$ cat config.mk
export PLATFORM = sky130hd
export DESIGN_NAME = vga_text_fetch
export DESIGN_NICKNAME = d
export VERILOG_FILES = /design/src/rtl/vga_pkg.sv /design/src/rtl/vga_delay_line.sv /design/src/rtl/vga_text_fetch.sv
export SDC_FILE = /design/constraint.sdc
export NUM_CORES = 1
export LEC_CHECK = 0
export CAP_MARGIN = 0
export CORE_UTILIZATION = 25
export CTS_CLUSTER_DIAMETER = 40
export CTS_CLUSTER_SIZE = 10
export DETAILED_ROUTE_END_ITERATION = 12
export PLACE_DENSITY = 0.54
export RECOVER_POWER = 25
export SYNTH_ARGS = -nofsm -noshare
export SYNTH_HDL_FRONTEND = slang
export SYNTH_HIERARCHICAL = 1
export SYNTH_SLANG_ARGS = --single-unit
$ cat constraint.sdc
create_clock -name clk_i -period 3.6 [get_ports clk_i]
set_input_delay 0.72 -clock clk_i [delete_from_list [all_inputs] [get_ports clk_i]]
set_output_delay 0.72 -clock clk_i [all_outputs]
set_load 0.005 [all_outputs]
$ cat src/rtl/vga_pkg.sv
// Shared constants for the VGA text-mode read path: screen geometry, font shape and colour width.
package vga_pkg;

  localparam int unsigned H_CHARS      = 80;
  localparam int unsigned V_ROWS       = 25;
  localparam int unsigned TEXT_WORDS   = H_CHARS * V_ROWS;
  localparam int unsigned FONT_ROWS    = 16;
  localparam int unsigned ROW_W        = $clog2(FONT_ROWS);
  localparam int unsigned COLOR_W      = 4;
  localparam logic        SYNC_POL_DEF = 1'b0;

  // Kept 12 bits wide so out-of-area cells can be detected before truncation to 11 bits.
  function automatic logic [11:0] cell_addr(input logic [4:0] row, input logic [6:0] col);
    return 12'(32'(row) * H_CHARS + 32'(col));
  endfunction

endpackage

$ cat src/rtl/vga_delay_line.sv
// Enabled shift register of Depth stages; every stage holds while en_i is low.
module vga_delay_line #(
  parameter int unsigned      Width    = 1,
  parameter int unsigned      Depth    = 1,
  parameter logic [Width-1:0] ResetVal = '0
) (
  input  logic             clk_i,
  input  logic             rst_i,
  input  logic             en_i,
  input  logic [Width-1:0] d_i,
  output logic [Width-1:0] q_o
);

  logic [Width-1:0] stage_q [Depth];

  always_ff @(posedge clk_i) begin
    if (rst_i) begin
      for (int i = 0; i < int'(Depth); i++) begin
        stage_q[i] <= ResetVal;
      end
    end else if (en_i) begin
      stage_q[0] <= d_i;
      for (int i = 1; i < int'(Depth); i++) begin
        stage_q[i] <= stage_q[i-1];
      end
    end
  end

  assign q_o = stage_q[Depth-1];

endmodule

$ cat src/rtl/vga_text_fetch.sv
// Text-mode pixel pipeline: cell address -> char/attr word -> glyph row -> coloured pixel,
// with syncs and active delayed to stay aligned with pixel_o.
module vga_text_fetch
  import vga_pkg::*;
#(
  parameter int unsigned CURSOR_TOP = 14,
  parameter int unsigned BLINK_BITS = 6,
  parameter logic        SYNC_POL   = SYNC_POL_DEF
) (
  input  logic               clk_i,
  input  logic               rst_i,
  input  logic               pix_en_i,
  input  logic [9:0]         hcount_i,
  input  logic [9:0]         vcount_i,
  input  logic               active_i,
  input  logic               hsync_i,
  input  logic               vsync_i,
  input  logic [10:0]        cursor_addr_i,
  input  logic               cursor_en_i,
  output logic               ram_en_o,
  output logic [10:0]        ram_addr_o,
  input  logic [15:0]        ram_data_i,
  output logic               font_en_o,
  output logic [11:0]        font_addr_o,
  input  logic [7:0]         font_data_i,
  output logic [COLOR_W-1:0] pixel_o,
  output logic               hsync_o,
  output logic               vsync_o,
  output logic               active_o
);

  assign ram_en_o  = pix_en_i;
  assign font_en_o = pix_en_i;

  logic [11:0] addr_full;
  logic        addr_ok;

  assign addr_full = cell_addr(vcount_i[8:4], hcount_i[9:3]);
  assign addr_ok   = !vcount_i[9] && (addr_full < 12'(TEXT_WORDS));

  // Stage 1: cell address plus per-pixel position and flags.
  logic [2:0]       col1_q;
  logic [ROW_W-1:0] row1_q;
  logic             hit1_q;
  logic             ok1_q;

  always_ff @(posedge clk_i) begin
    if (rst_i) begin
      ram_addr_o <= '0;
      col1_q     <= '0;
      row1_q     <= '0;
      hit1_q     <= 1'b0;
      ok1_q      <= 1'b0;
    end else if (pix_en_i) begin
      ram_addr_o <= addr_full[10:0];
      col1_q     <= hcount_i[2:0];
      row1_q     <= vcount_i[ROW_W-1:0];
      hit1_q     <= (addr_full[10:0] == cursor_addr_i);
      ok1_q      <= active_i && addr_ok;
    end
  end

  // Stages 2 and 3: font address from the fetched char, then glyph bit selection.
  logic [2:0]       col2;
  logic [ROW_W-1:0] row3;
  logic             hit3;
  logic             ok3;
  logic [7:0]       attr2_q;
  logic [7:0]       attr3_q;
  logic             bit3_q;

  vga_delay_line #(
    .Width    (3),
    .Depth    (1),
    .ResetVal ('0)
  ) u_col_dly (
    .clk_i (clk_i),
    .rst_i (rst_i),
    .en_i  (pix_en_i),
    .d_i   (col1_q),
    .q_o   (col2)
  );

  vga_delay_line #(
    .Width    (ROW_W + 2),
    .Depth    (2),
    .ResetVal ('0)
  ) u_meta_dly (
    .clk_i (clk_i),
    .rst_i (rst_i),
    .en_i  (pix_en_i),
    .d_i   ({row1_q, hit1_q, ok1_q}),
    .q_o   ({row3, hit3, ok3})
  );

  always_ff @(posedge clk_i) begin
    if (rst_i) begin
      font_addr_o <= '0;
      attr2_q     <= '0;
      attr3_q     <= '0;
      bit3_q      <= 1'b0;
    end else if (pix_en_i) begin
      font_addr_o <= {ram_data_i[7:0], row1_q};
      attr2_q     <= ram_data_i[15:8];
      attr3_q     <= attr2_q;
      bit3_q      <= font_data_i[3'd7 - col2];
    end
  end

  vga_delay_line #(
    .Width    (3),
    .Depth    (4),
    .ResetVal ({1'b0, SYNC_POL, SYNC_POL})
  ) u_sync_dly (
    .clk_i (clk_i),
    .rst_i (rst_i),
    .en_i  (pix_en_i),
    .d_i   ({active_i, vsync_i, hsync_i}),
    .q_o   ({active_o, vsync_o, hsync_o})
  );

  // Frame counter advances on each vsync departure from its inactive level.
  logic [BLINK_BITS-1:0] frame_q;
  logic                  vs_prev_q;

  always_ff @(posedge clk_i) begin
    if (rst_i) begin
      frame_q   <= '0;
      vs_prev_q <= SYNC_POL;
    end else if (pix_en_i) begin
      vs_prev_q <= vsync_i;
      if ((vs_prev_q == SYNC_POL) && (vsync_i != SYNC_POL)) begin
        frame_q <= frame_q + 1'b1;
      end
    end
  end

  // Stage 4: colour mux.
  logic [COLOR_W-1:0] fg;
  logic [COLOR_W-1:0] bg;
  logic               glyph_bit;
  logic               cursor_on;
  logic [COLOR_W-1:0] pixel_d;

  always_comb begin
    fg        = attr3_q[3:0];
    bg        = {1'b0, attr3_q[6:4]};
    glyph_bit = bit3_q & ~(attr3_q[7] & frame_q[BLINK_BITS-1]);
    cursor_on = hit3 & cursor_en_i & (32'(row3) >= CURSOR_TOP) & frame_q[BLINK_BITS-2];
    pixel_d   = '0;
    if (!ok3) begin
      pixel_d = '0;
    end else if (cursor_on) begin
      pixel_d = fg;
    end else begin
      pixel_d = glyph_bit ? fg : bg;
    end
  end

  always_ff @(posedge clk_i) begin
    if (rst_i) begin
      pixel_o <= '0;
    end else if (pix_en_i) begin
      pixel_o <= pixel_d;
    end
  end

endmodule

==> results.txt <==
----------------------------------------------------
[STA]
  Fmax ... 0.319 GHz
  Transition at the pin with the smallest max-transition slack ... 2010 ps
  Post-Route Setup TNS ... 0 ps
  Setup repair after global routing missed its margin ... no
  Layout Skew ... 4.81 ps
  Total count of hold-check failures in the final report ... 0
  Hold slack ... 468 ps
  Headroom to the max-slew limit ... -0.339
  Setup violations, final ... 0
  Fin. max-slew vios ... 46
  Time the worst path needs with I/O delays and setup ... 3130 ps
  Tcrit/Tclk final ... 0.870

[Setup path]
  Critical Path Start Type ... input pin
  Worst R2R Setup Slack ... 1960 ps
  Worst reg2reg endpoint ... pixel_o[0]$_SDFFE_PP0P_
  R2r startpoint ... frame_q[4]$_SDFFE_PP0P_
  Required time of the worst setup path ... 3730 ps
  Worst Setup Path Type ... input pin to flip-flop
  Capturing element type of the critical path ... flip-flop
  Worst EP arrival ... 3260 ps
  Largest fanout of any net on the critical path ... 3
  First element of the critical path ... vcount_i[5]
  Stage delay of the slowest cell on the critical path ... 550 ps
  Critical-path cell list ... clkdlybuf4s50_1 > ha_1 > ha_1 > fa_1 > nand2_1 > a211oi_2 > xnor3_1 > xor2_1 > nand4_1 > a21oi_1
  Most numerous cell on the critical path ... ha_1
  Number of cells on the worst reg-to-reg path ... 5
  Cell at the slowest stage of the critical path ... fa_1

[Finish]
  Number of nets at the end of the flow ... 493
  Area delta synth->final ... 34.8%
  Fraction of final layout cells sized beyond drive strength 1 ... 0.0757
  Fillcell total ... 1506
  Utilization of the core after routing ... 0.351
  Antenna fix cells ... 0

[Worst hold path]
  Number of stages on the worst hold path ... 2
  Source of the worst hold timing path ... pixel_o[3]$_SDFFE_PP0P_
  Hold Crit Class ... flip-flop to flip-flop
  WHS Endpoint ... pixel_o[3]$_SDFFE_PP0P_

[Global route]
  Antenna violations before repair ... 0
  Total Routing Usage GR ... 0.106
  Vias in the first global route ... 2694
  Remaining global-route overflow ... 0
  Wire length of the first global-routing pass ... 13200 microns
  Largest net degree at the start of global routing ... 52

[Detailed routing]
  Count of nets left with antenna violations after detail routing ... 0
  Total number of vias ... 2622
  Post-route DRC ... 0
  DR vias/cell ... 4.32
  DR pass1 iterations ... 4
  Number of DRC markers in iteration 0 ... 127
  Post-detailed-route wirelength per cell ... 13.0 microns
  Total detailed-routing wirelength ... 7920 microns

[Synth]
  Total standard cell area after synthesis ... 3840 sq um
  Number of warnings printed during yosys synthesis ... 6
  Number of cells produced by synthesis ... 337
  Mean post-synth cell area ... 11.4 sq um
  Post-synthesis net count ... 412

[CTS]
  Setup repair bufs after CTS ... 0
  Register clock-pin slew on the reported worst setup and hold paths ... 60 ps
  Number of hold buffers added after cts ... 0
  Cell at the root of the clock tree ... clkbuf_16
  Deepest clock path buffer count ... 2
  Total clock buffers created by CTS ... 9
  Total clock sinks ... 85
  Number of levels in the clock H-tree ... 3
  CTS tree ... built
  Clock insertion delay at the later pin of the skew report ... 340 ps
  Post-CTS Resized ... 0

[Floorplanning]
  Num ports ... 94
  Core outline area ... 14800 sq um
  Horizontal die dimension ... 126 microns
  Die Height ... 126 microns
  Initial cell density of the core ... 0.261
  Floorplan die area ... 15900 sq um
  Rows ... 44

[Place]
  Placed wire-length estimate ... 5450 microns
  Input/output buffers ... 93
  Final weighted congestion in routability-driven placement ... 0.812

[Outcome]
  Result of the run ... complete, but fails checks
  Violated checks ... max-capacitance violations, max-slew violations

[Run]
  # Max-Cap Violations ... 1

[Power]
  Leakage dissipation ... 2.15 nW
  Maximum resistive drop on vdd ... 0.220 mV
  PwrDens ... 460 nW/um^2
  Tot Pwr ... 2.38 mW

----------------------------------------------------
cell usage in the layout, fill, tap and decap left out, drive strengths merged, types with 6 or more instances in the layout:
cell           instances
a211oi                 6
a21oi                  9
and3b                 26
clkbuf                14
clkdlybuf4s50         91
dfxtp                 60
edfxtp                25
ha                    11
inv                    6
mux2i                 46
nand2b                 7
nand4                  6
nor2                  57
xnor2                 14
xor2                   7
worst max-delay path by stage:
| stage | depth (start not counted) | slack [ps] | end |
|---|---|---|---|
| after global placement | 10 | 260 | hit1_q$_SDFFE_PP0P_ |
| after floorplan | 9 | 860 | hit1_q$_SDFFE_PP0P_ |
| after global routing | 10 | 360 | hit1_q$_SDFFE_PP0P_ |
| after detailed placement | 10 | 170 | hit1_q$_SDFFE_PP0P_ |
| after CTS | 10 | 520 | hit1_q$_SDFFE_PP0P_ |
| final | 10 | 470 | hit1_q$_SDFFE_PP0P_ |
per-layer routing:
layer  share of wire  track usage
met5               0            0
met4           0.023       0.0553
met3           0.057       0.0310
met2            0.45        0.168
met1            0.47        0.129
registers in the layout, indices dropped and copies added (netlist names):
register / flops
attr2_q: 8
attr3_q: 8
bit3_q: 1
col1_q: 3
font_addr_o: 12
frame_q: 6
hit1_q: 1
ok1_q: 1
pixel_o: 4
ram_addr_o: 11
row1_q: 4
u_col_dly/stage_q: 3
u_meta_dly/stage_q: 10
u_sync_dly/stage_q: 12
vs_prev_q: 1
worst max-delay path, delay by kind of cell:
| kind | cells | cell delay, ps |
|---|---|---|
| AO/OA/AOI/OAI | 2 | 300 |
| adder cells (fa/ha/maj) | 3 | 1110 |
| XOR/XNOR | 2 | 460 |
| AND/OR/NAND/NOR | 2 | 220 |
| buffers and inverters | 1 | 450 |
final cells by class:
class / count / area [sq um] / area share
inverters: 6 / 22.5 / 0.00435
clock buffers: 11 / 264 / 0.0510
multi-input cells: 220 / 1720 / 0.332
well taps: 184 / 230 / 0.0444
flip-flops and latches: 85 / 1950 / 0.377
clock inverters: 5 / 56.3 / 0.0109
repair buffers: 96 / 937 / 0.181
power by group:
group | total [mW] | internal (mW) | switching (mW) | leakage [nW]
Sequential | 1.06 | 1.04 | 0.0238 | 0.768
Clock | 0.974 | 0.597 | 0.377 | 0.157
Combinational | 0.347 | 0.199 | 0.148 | 1.23
Total | 2.38 | 1.83 | 0.549 | 2.15
stage by stage:
stage / instances / setup slack [ps] / instance area, sq um
floorplan: 337 / 859 / 3840
global placement: 591 / 256 / 4870
detailed placement: 591 / 172 / 4870
CTS: 607 / 525 / 5190
global route: 607 / 359 / 5180
finish: 607 / 468 / 5180
(Power assumes the default switching activity.)
